==> src/rtl/mux2_rr_arbiter.sv <==
// Two-requester valid/ready arbiter with bounded-burst round-robin grant,
// feeding a one-entry registered output channel.
module mux2_rr_arbiter #(
  parameter int WIDTH    = 8,
  parameter int HOLD_MAX = 2
) (
  input  logic             clk,
  input  logic             rst,
  input  logic             a_valid,
  input  logic [WIDTH-1:0] a_data,
  output logic             a_ready,
  input  logic             b_valid,
  input  logic [WIDTH-1:0] b_data,
  output logic             b_ready,
  output logic             sel,
  output logic             out_valid,
  output logic [WIDTH-1:0] out_data,
  output logic             out_src,
  input  logic             out_ready,
  output logic             busy
);

  localparam int CNT_W = (HOLD_MAX < 1) ? 1 : $clog2(HOLD_MAX + 1);
  localparam logic [CNT_W-1:0] CNT_MAX = CNT_W'(HOLD_MAX);
  localparam logic [CNT_W-1:0] CNT_ONE = CNT_W'(1);

  typedef enum logic [1:0] {IDLE, SERVE_A, SERVE_B} state_t;

  state_t           state_p0, state_nxt, serve_x;
  logic [CNT_W-1:0] cnt_p0, cnt_nxt;
  logic             last_p0, last_nxt;
  logic             vld_p0, src_p0;
  logic [WIDTH-1:0] data_p0, mux_data;
  logic             grant, load, xfer, cnt_sat;

  assign cnt_sat  = (cnt_p0 == CNT_MAX);
  assign load     = !vld_p0 || out_ready;
  assign mux_data = grant ? b_data : a_data;

  // Grant: idle channel parks on the last winner; contention rotates once
  // the current side has used up its burst allowance.
  always_comb begin
    grant = last_p0;
    if (a_valid && !b_valid) begin
      grant = 1'b0;
    end else if (b_valid && !a_valid) begin
      grant = 1'b1;
    end else if (a_valid && b_valid) begin
      unique case (state_p0)
        SERVE_A: grant = cnt_sat;
        SERVE_B: grant = !cnt_sat;
        default: grant = 1'b0;
      endcase
    end
  end

  always_comb begin
    sel     = grant;
    a_ready = load && !rst && !grant;
    b_ready = load && !rst && grant;
    xfer    = (a_valid && a_ready) || (b_valid && b_ready);
  end

  always_comb begin
    state_nxt = state_p0;
    cnt_nxt   = cnt_p0;
    last_nxt  = last_p0;
    serve_x   = grant ? SERVE_B : SERVE_A;
    if (xfer) begin
      last_nxt = grant;
      if (state_p0 == serve_x) begin
        if (!cnt_sat) cnt_nxt = cnt_p0 + CNT_ONE;
      end else begin
        state_nxt = serve_x;
        cnt_nxt   = CNT_ONE;
      end
    end
  end

  always_ff @(posedge clk) begin
    if (rst) begin
      state_p0 <= IDLE;
      cnt_p0   <= '0;
      last_p0  <= 1'b0;
    end else begin
      state_p0 <= state_nxt;
      cnt_p0   <= cnt_nxt;
      last_p0  <= last_nxt;
    end
  end

  // Output register stage
  always_ff @(posedge clk) begin
    if (rst) begin
      vld_p0  <= 1'b0;
      data_p0 <= '0;
      src_p0  <= 1'b0;
    end else if (load) begin
      vld_p0 <= xfer;
      if (xfer) begin
        data_p0 <= mux_data;
        src_p0  <= grant;
      end
    end
  end

  assign out_valid = vld_p0;
  assign out_data  = data_p0;
  assign out_src   = src_p0;
  assign busy      = vld_p0;

endmodule

==> config.mk <==
export PLATFORM = sky130hd
export DESIGN_NAME = mux2_rr_arbiter
export DESIGN_NICKNAME = d
export VERILOG_FILES = /design/src/rtl/mux2_rr_arbiter.sv
export SDC_FILE = /design/constraint.sdc
export NUM_CORES = 1
export LEC_CHECK = 0
export ABC_AREA = 1
export CORE_MARGIN = 4
export CORE_UTILIZATION = 43
export DETAILED_ROUTE_END_ITERATION = 8
export PLACE_DENSITY = 0.92
export RECOVER_POWER = 25
export SLEW_MARGIN = 20
export SYNTH_ARGS = -nofsm -noshare
export SYNTH_HDL_FRONTEND = slang
export SYNTH_SLANG_ARGS = --single-unit
==> constraint.sdc <==
create_clock -name clk -period 2.68 [get_ports clk]
set_clock_uncertainty 0.2 [all_clocks]
set_input_delay 0.804 -clock clk [delete_from_list [all_inputs] [get_ports clk]]
set_output_delay 0.804 -clock clk [all_outputs]
set_load 0.1 [all_outputs]
# ---- Word-level counts from Yosys, hierarchy flattened
# Cells that the tools add are included.
dict set report classes {
  eq_ne 5
  addsub 1
  muxes 8
  n_reduce_logical 19
  bitwise_logic 1
}
# operator n
set ops {}
lappend ops {{$logic_and 1x1->1} 8}
lappend ops {{$mux 8} 1}
lappend ops {{$logic_not 1->1} 6}
lappend ops {{$mux 2} 3}
lappend ops {{$reduce_and 2->1} 3}
lappend ops {{$eq 2x2->1 const B} 2}
lappend ops {{$mux 1} 3}
lappend ops {{$add 2x1->2 const B} 1}
lappend ops {{$eq 2x1->1 const B} 1}
lappend ops {{$eq 2x2->1} 1}
lappend ops {{$logic_or 1x1->1} 2}
lappend ops {{$ne 2x2->1 const B} 1}
lappend ops {{$pmux 1 s2} 1}
lappend ops {{$not 1->1} 1}
dict set report totals {
  in_bits 21
  reg_bits 15
}

# ---- Depth between registers and ports, before layout
# Gate-level depths: netlist of the first run.
dict set report logic_depth {
  depth_word 11
  mapped_depth 13
  mapped_depth_nobuf 12
}

# ---- Worst setup path before layout of the first run
# OpenSTA, ideal clock, no wires.
dict set report synth_timing {
  kind {in2out}
  from {input port b_valid}
  to {output port a_ready}
  stages 5
  setup_slack_ps -1697
  t_required_ps 1676
  arrival_time_ps 3373
  path_cell_list {inv_1 > o21ai_1 > nand2_2 > clkinv_1 > nor2_1}
}
dict set report synth_between {
  elab_chain_len 6
  elab_cells_between_ends 9
  cone_classes {mux (3); reduce/logical (6)}
}
# element line_no
set synth_rtl {}
lappend synth_rtl {{start: declaration} 12} ;# input logic b_valid,
lappend synth_rtl {{$logic_and 1x1->1} 48} ;# end else if (a_valid && b_valid) begin
lappend synth_rtl {{$mux 1} 48}
lappend synth_rtl {{$mux 1} 46} ;# end else if (b_valid && !a_valid) begin
lappend synth_rtl {{$mux 1 *} 44} ;# if (a_valid && !b_valid) begin
lappend synth_rtl {{named net sel} 15} ;# output logic sel,
lappend synth_rtl {{$logic_not 1->1 *} 59} ;# a_ready = load && !rst && !grant;
lappend synth_rtl {{$logic_and 1x1->1 *} 59}
lappend synth_rtl {{end: declaration} 11} ;# output logic a_ready,
# The timed path passes the listed nets; every way through them passes the cells marked *.

# ---- Worst setup path in the final report of the first run
dict set report layout_timing {
  from {input port b_valid}
  to {output port a_ready}
}
dict set report layout_between {
  elab_chain_len 6
  elab_cells_between_ends 9
  cone_classes {mux (3); reduce/logical (6)}
}
# element line_no
set layout_rtl {}
lappend layout_rtl {{$logic_and 1x1->1} 48}
lappend layout_rtl {{$mux 1} 48}
lappend layout_rtl {{$mux 1} 46}
lappend layout_rtl {{$mux 1 *} 44}
lappend layout_rtl {{$logic_not 1->1 *} 59}
lappend layout_rtl {{$logic_and 1x1->1 *} 59}
# Every way passes the cells marked *; elsewhere a longest branch is shown, timed or not.

==> results of run 1 <==
worst paths after layout:
path                      end  slack, ns  cells past startpoint
setup / recovery      a_ready       0.06                      7
hold / removal        last_p0       0.28                      2
setup reg to reg  out_data[2]       0.43                     14
hold reg to reg       last_p0       0.28                      2
flip-flops by register name, indices dropped and copies added, names as in the netlist:
name / cells
busy: 1
cnt_p0: 2
last_p0: 1
out_data: 8
out_src: 1
state_p0: 2
area by class of cell:
type                            instances  area share [%]
Timing Repair Buffer                   50            34.2
Tap cell                               25            2.34
Clock buffer                            4            1.96
Multi-Input combinational cell         85            34.1
Sequential cell                        15            22.5
Inverter                               14            4.86
per-stage QoR:
| step | area (µm²) | utilization [%] | instances | power [µW] | TNS [ns] |
|---|---|---|---|---|---|
| finish | 1340 | 77.5 | 193 | 684 | 0 |
| global route | 1340 | 77.5 | 193 | 715 | 0 |
| CTS | 1320 | 76.2 | 191 | 678 | 0 |
| detailed placement | 1270 | 73.6 | 185 | 542 | -1.31 |
| global placement | 1270 | 73.6 | 185 | 536 | -1.13 |
| floorplan | 830 | - | 118 | 447 | -0.0380 |
power groups by stage:
stage | combinational [µW] | sequential (µW) | clock (µW)
floorplan | 107 | 339 | 0
global placement | 283 | 253 | 0
detailed placement | 288 | 254 | 0
CTS | 291 | 249 | 138
global route | 314 | 253 | 148
finish | 295 | 251 | 138
repair_timing:
action,in CTS,in global routing
endpoints found under the setup margin,3,3
pin swaps,3,4
gates resized for setup,9,8
setup buffers,2,2
hold buffers,0,0
per-layer routing:
metal  share of wire [%]  wire length (µm)
met5                   0                 0
met3                 8.4               189
met1                  39               890
met4                 2.8                64
met2                  49              1110
synthesized netlist by cell type:
library cell and number:
nor2_1 24, nand3_2 3, o21ai_1 1, clkinv_1 1, o21ai_0 9, nand2_4 1
inv_2 1, nand4_1 1, ha_1 1, a21oi_1 4, inv_1 12, buf_6 2
buf_4 1, nand3_1 6, nand2_1 32, a211oi_1 1, clkbuf_2 1, dfxtp_1 15
nand2_2 2
logic make-up after synthesis:
kind of cell | synth area share (%)
adder cells (fa/ha/maj) | 1.61
AND/OR/NAND/NOR | 38.6
flip-flops | 38.6
AO/OA/AOI/OAI | 9.97
buffers and inverters | 11.3
tightest hold or removal path, cell delays in order, from the launching register on:
cell	delay, ns
dfxtp_1	0.33
nand2_1	0.06
a21oi_1	0.05
==> flow_summary_export.csv, run 1 <==
group,metric,value,unit
global_route,grtUsageMet3,4.75,%
die,start_util,45.1,%
die,die_h,50.5,µm
die,die_x,50.5,µm
clock_tree,insertion_delay,0.30,ns
timing,period_share,97.9,%
setup_path,crit_path_cell_trace,"clkdlybuf4s15_1 -> inv_2 -> o21ai_4 -> nand2_8 -> clkinv_8 -> nor2_4 -> buf_12",
yosys,syn_area_per_cell,6.60,µm²
setup_path,startpoint,"b_valid",
clock_tree,cts_max_level,1,
setup_path,critPathTopFamily,"buffers and inverters",
final_layout,fin_nets,191,
setup_path,crit_fanout,3,
setup_path,critPathRequiredTime,1.68,ns
timing,final-max-slew-violation-count,0,
power,powerDensity,511,nW/µm²
drt,vias,910,
final_layout,fillers,131,
clock_tree,cts_tree,"built",
setup_path,max_stage_delay,0.20,ns
global_route,grt-ovfl-total,0,
yosys,synth_nets,140,
drt,wl_per_cell,11.7,µm
timing,setup_ws,0.0575,ns
power,cellLeakagePower,0.000645,µW
die,io_pins,35,
final_layout,n_antenna_cell,0,
die,rows,15,
yosys,yosysWarnings,0,
timing,hold_viol_final,0,
place,portBuffers,34,
drt,firstDrtPassIters,4,
yosys,netlist.area_leader.share,38.6,%
yosys,ys_seq_area_share,38.6,%
hold_path,min-delay-start,"last_p0",
job,maxCapViolCount,0,
drt,postRouteAntennaNets,0,
hold_path,hold_path.class,"register to register",
yosys,yosys_register_bits,15,
setup_path,endpoint_kind,"output pin",
drt,detail_route.iter0.violations,18,
drt,avgViaCountPerCell,4.72,
power,combPwrFrac,43.2,%
place,gp_congestion,0.898,
power,p_clk_share,20.2,%
global_route,grt_max_degree,12,
clock_tree,numCtsBuffers,3,
clock_tree,cts_sinks,15,
power,p_sw_share,42.0,%
timing,fmaxAchievable,0.381,GHz
setup_path,crit_path_start_kind,"input pin",
die,die_area,2550,µm²
yosys,synthCells,118,
final_layout,final_cell_mix,"nand2_1, nor2_1, buf_4, clkdlybuf4s50_1, dfxtp_1",
drt,drc,0,
power,sequentialPowerShare,36.6,%
yosys,synth_area_leaders,"dfxtp_1, nand2_1, nor2_1",
place,dpl_worst_slack,-0.363,ns
final_layout,multiInputGateArea,455,µm²
timing,tightest_slew,0.548,ns
global_route,antenna_found_initial,0,
global_route,grtUsageTotal,20.0,%
timing,period_minus_slack,2.62,ns
final_layout,layout_commonest_cell,"nand2_1",
place,hpwlAfterDp,1700,µm
yosys,yosys.cell_types.count,19,
global_route,use_met2,36.5,%
clock_tree,clk_pin_slew,0.09,ns
outcome,status,"complete, no violations",
final_layout,seqCellArea,302,µm²
global_route,grt_pass1_wl,3820,µm
drt,totalWireLength,2260,µm
clock_tree,cts-root-buf,"clkbuf_4",
power,p_int,397,µW
yosys,synth_area_leader_cell,"dfxtp_1",
setup_path,path_class,"input pin to output pin",
global_route,grt-busiest-layer,"met2",
final_layout,drive_above_1_share,31.0,%
setup_path,r2r_start,"cnt_p0[0]",
global_route,grt_pass1_vias,977,
timing,relSlewSlack,63.6,%
global_route,met1_usage,20.4,%
setup_path,worst-path-buf-inv,4,
timing,grt_setup_unrepaired,"false",
timing,fin_hold_ws,0.275,ns
clock_tree,cts.path.max_buffers,2,
power,power.switching,287,µW
setup_path,critPathSlowestCell,"clkdlybuf4s15_1",
final_layout,syn_to_final_growth,71.9,%
timing,setup_viol_count_final,0,
die,core_area,1730,µm²
setup_path,arrival,1.62,ns
power,peakVddDrop,384,µV
yosys,synthesis.area,778,µm²
(Power assumes the default switching activity.)
==> inputs of run 2 (changes only) <==
--- a/config.mk
+++ b/config.mk
@@ -9,6 +9,7 @@
 export CORE_MARGIN = 4
 export CORE_UTILIZATION = 43
 export DETAILED_ROUTE_END_ITERATION = 8
+export GPL_TIMING_DRIVEN = 0
 export PLACE_DENSITY = 0.92
 export RECOVER_POWER = 25
 export SLEW_MARGIN = 20
==> run 2 against run 1 <==
Clock-buffer cell count shrank 1; combinational power is essentially flat; flip-flop and latch count is the same; register-to-register slack gained 0.13 ns; via count grew 4.3%; global-route usage is essentially flat; routed wire length grew 15%; sequential power is essentially flat; first-iteration DRC count shrank 39%; utilization grew 0.43 points; final area grew 0.56%; critical path type unchanged.
==> flow_summary_export.csv, run 2 (synthesis gave the netlist of run 1 again) <==
group,metric,value,unit
final_layout,layout_commonest_cell,"nand2_1",
clock_tree,cts-root-buf,"clkbuf_4",
global_route,grt_pass1_wl,3850,µm
die,start_util,45.1,%
setup_path,path_class,"input pin to output pin",
final_layout,multiInputGateArea,462,µm²
final_layout,fin_nets,188,
power,powerDensity,510,nW/µm²
place,place_inst,177,
drt,drc,0,
setup_path,crit_path_cell_trace,"dlygate4sd2_1 -> nor2_2 -> inv_2 -> nor2_4 -> buf_12",
drt,met2_length,1340,µm
setup_path,reg2reg_to,"out_data[1]",
timing,tightest_slew,0.980,ns
drt,firstDrtPassIters,4,
drt,routed-wl-met3,201,µm
die,die_h,50.5,µm
global_route,grt_max_degree,11,
place,portBuffers,34,
clock_tree,postCtsHoldBufs,0,
die,die_area,2550,µm²
timing,hold_viol_final,0,
setup_path,max_stage_delay,0.30,ns
clock_tree,clk_pin_slew,0.09,ns
timing,final-max-slew-violation-count,0,
final_layout,syn_to_final_growth,72.8,%
power,p_sw_share,42.9,%
clock_tree,cts_tree,"built",
drt,wl_per_cell,13.6,µm
drt,vias,949,
timing,setup_ws,0.0284,ns
clock_tree,insertion_delay,0.30,ns
place,gp_congestion,0.824,
clock_tree,cts.path.max_buffers,2,
global_route,antenna_found_initial,0,
power,p_clk_share,20.1,%
power,peakVddDrop,343,µV
place,hpwlAfterDp,1540,µm
drt,detail_route.iter0.violations,11,
timing,period_minus_slack,2.65,ns
global_route,grtUsageTotal,20.0,%
setup_path,critPathSlowestCell,"dlygate4sd2_1",
final_layout,fillers,136,
global_route,grt_pass1_vias,916,
final_layout,n_antenna_cell,0,
setup_path,crit_fanout,6,
die,die_x,50.5,µm
die,core_area,1730,µm²
die,rows,15,
power,power.switching,294,µW
setup_path,ff2ff_path_depth,12,
drt,totalWireLength,2590,µm
timing,fmaxAchievable,0.377,GHz
timing,relSlewSlack,34.9,%
setup_path,endpoint_kind,"output pin",
timing,setup_viol_count_final,0,
setup_path,r2r_slack,0.56,ns
timing,period_share,98.9,%
hold_path,min_delay_path_depth,2,
global_route,grt-ovfl-total,0,
setup_path,crit_path_start_kind,"input pin",
drt,wl_met1,978,µm
place,dpl_worst_slack,-1.43,ns
hold_path,min-delay-start,"last_p0",
job,maxCapViolCount,0,
drt,top_layer,"met4",
power,sequentialPowerShare,36.6,%
timing,tns,0,ns
setup_path,arrival,1.65,ns
drt,postRouteAntennaNets,0,
hold_path,hold_path.class,"register to register",
final_layout,final_cell_mix,"nand2_1, nor2_1, clkdlybuf4s50_1, dfxtp_1, dlygate4sd2_1",
die,io_pins,35,
clock_tree,cts_max_level,1,
final_layout,largest_register_ffs,8,
drt,avgViaCountPerCell,4.99,
power,cellLeakagePower,0.000665,µW
hold_path,hold_end,"last_p0",
setup_path,critPathTopFamily,"buffers and inverters",
setup_path,crit_cells,5,
clock_tree,cts_sinks,15,
final_layout,final_cells,190,
setup_path,worst-path-buf-inv,3,
final_layout,drive_above_1_share,25.5,%
power,combPwrFrac,43.3,%
clock_tree,numCtsBuffers,3,
outcome,status,"complete, no violations",
power,p_int,392,µW
final_layout,seqCellArea,303,µm²
setup_path,critPathRequiredTime,1.68,ns
setup_path,r2r_start,"cnt_p0[0]",
run 2: changes by cell type in the layout (fill, tap and decap cells not counted), sizes merged:
cell / delta
buf: -10
dlygate4sd2: +11
clkdlybuf4s15: -1
clkinv: +1
clkbuf: -4
run 2: what timing repair did:
action                     CTS  global route
setup endpoints to repair   14             3
pin swaps                    3             6
resized for setup           46            16
buffers inserted             5             4
run 2: metrics by stage:
stage / hold WS (ns) / utilization [%] / power [µW] / area (µm²)
2_1_floorplan: 0.235 / - / 447 / 830
3_3_place_gp: 0.252 / 69.6 / 520 / 1200
3_5_place_dp: 0.268 / 69.6 / 524 / 1200
4_1_cts: 0.282 / 74.1 / 664 / 1280
5_1_grt: 0.333 / 77.9 / 717 / 1350
6_report: 0.280 / 77.9 / 686 / 1350
run 2: layer usage:
metal | vias up | global-route usage [%]
li1 | 462 | -
met1 | 427 | 20.3
met2 | 51 | 34.8
met3 | 9 | 5.64
met4 | 0 | 14.3
met5 | - | 0
run 2: tightest hold or removal path, stage by stage, from the launching register on:
cell     delay [ns]
dfxtp_1        0.32
nand2_1        0.06
a21oi_1        0.06
run 2: final cells by class:
cell class,instances,share of cell area [%]
plain buffers,4,2.88
clock buffers,3,1.67
multi-input cells,85,34.3
repair buffers,43,31.1
inverters,14,4.84
flip-flops and latches,15,22.5
well taps,25,2.33
clock inverters,1,0.372
run 2: how the worst max path moves through the flow:
stage / start / endpoint / slack [ns]
6_report: rst / b_ready / 0.03
5_1_grt: cnt_p0[0] / a_ready / -0.03
3_3_place_gp: a_valid / b_ready / -1.39
3_5_place_dp: a_valid / b_ready / -1.43
2_1_floorplan: a_valid / b_ready / -0.02
4_1_cts: a_valid / b_ready / -0.13
run 2: power groups by stage:
stage / Sequential, µW / Combinational, µW / Clock, µW
after floorplan: 339 / 107 / 0
after global placement: 253 / 267 / 0
after detailed placement: 253 / 271 / 0
after CTS: 248 / 277 / 139
after global routing: 253 / 315 / 149
final: 251 / 297 / 138
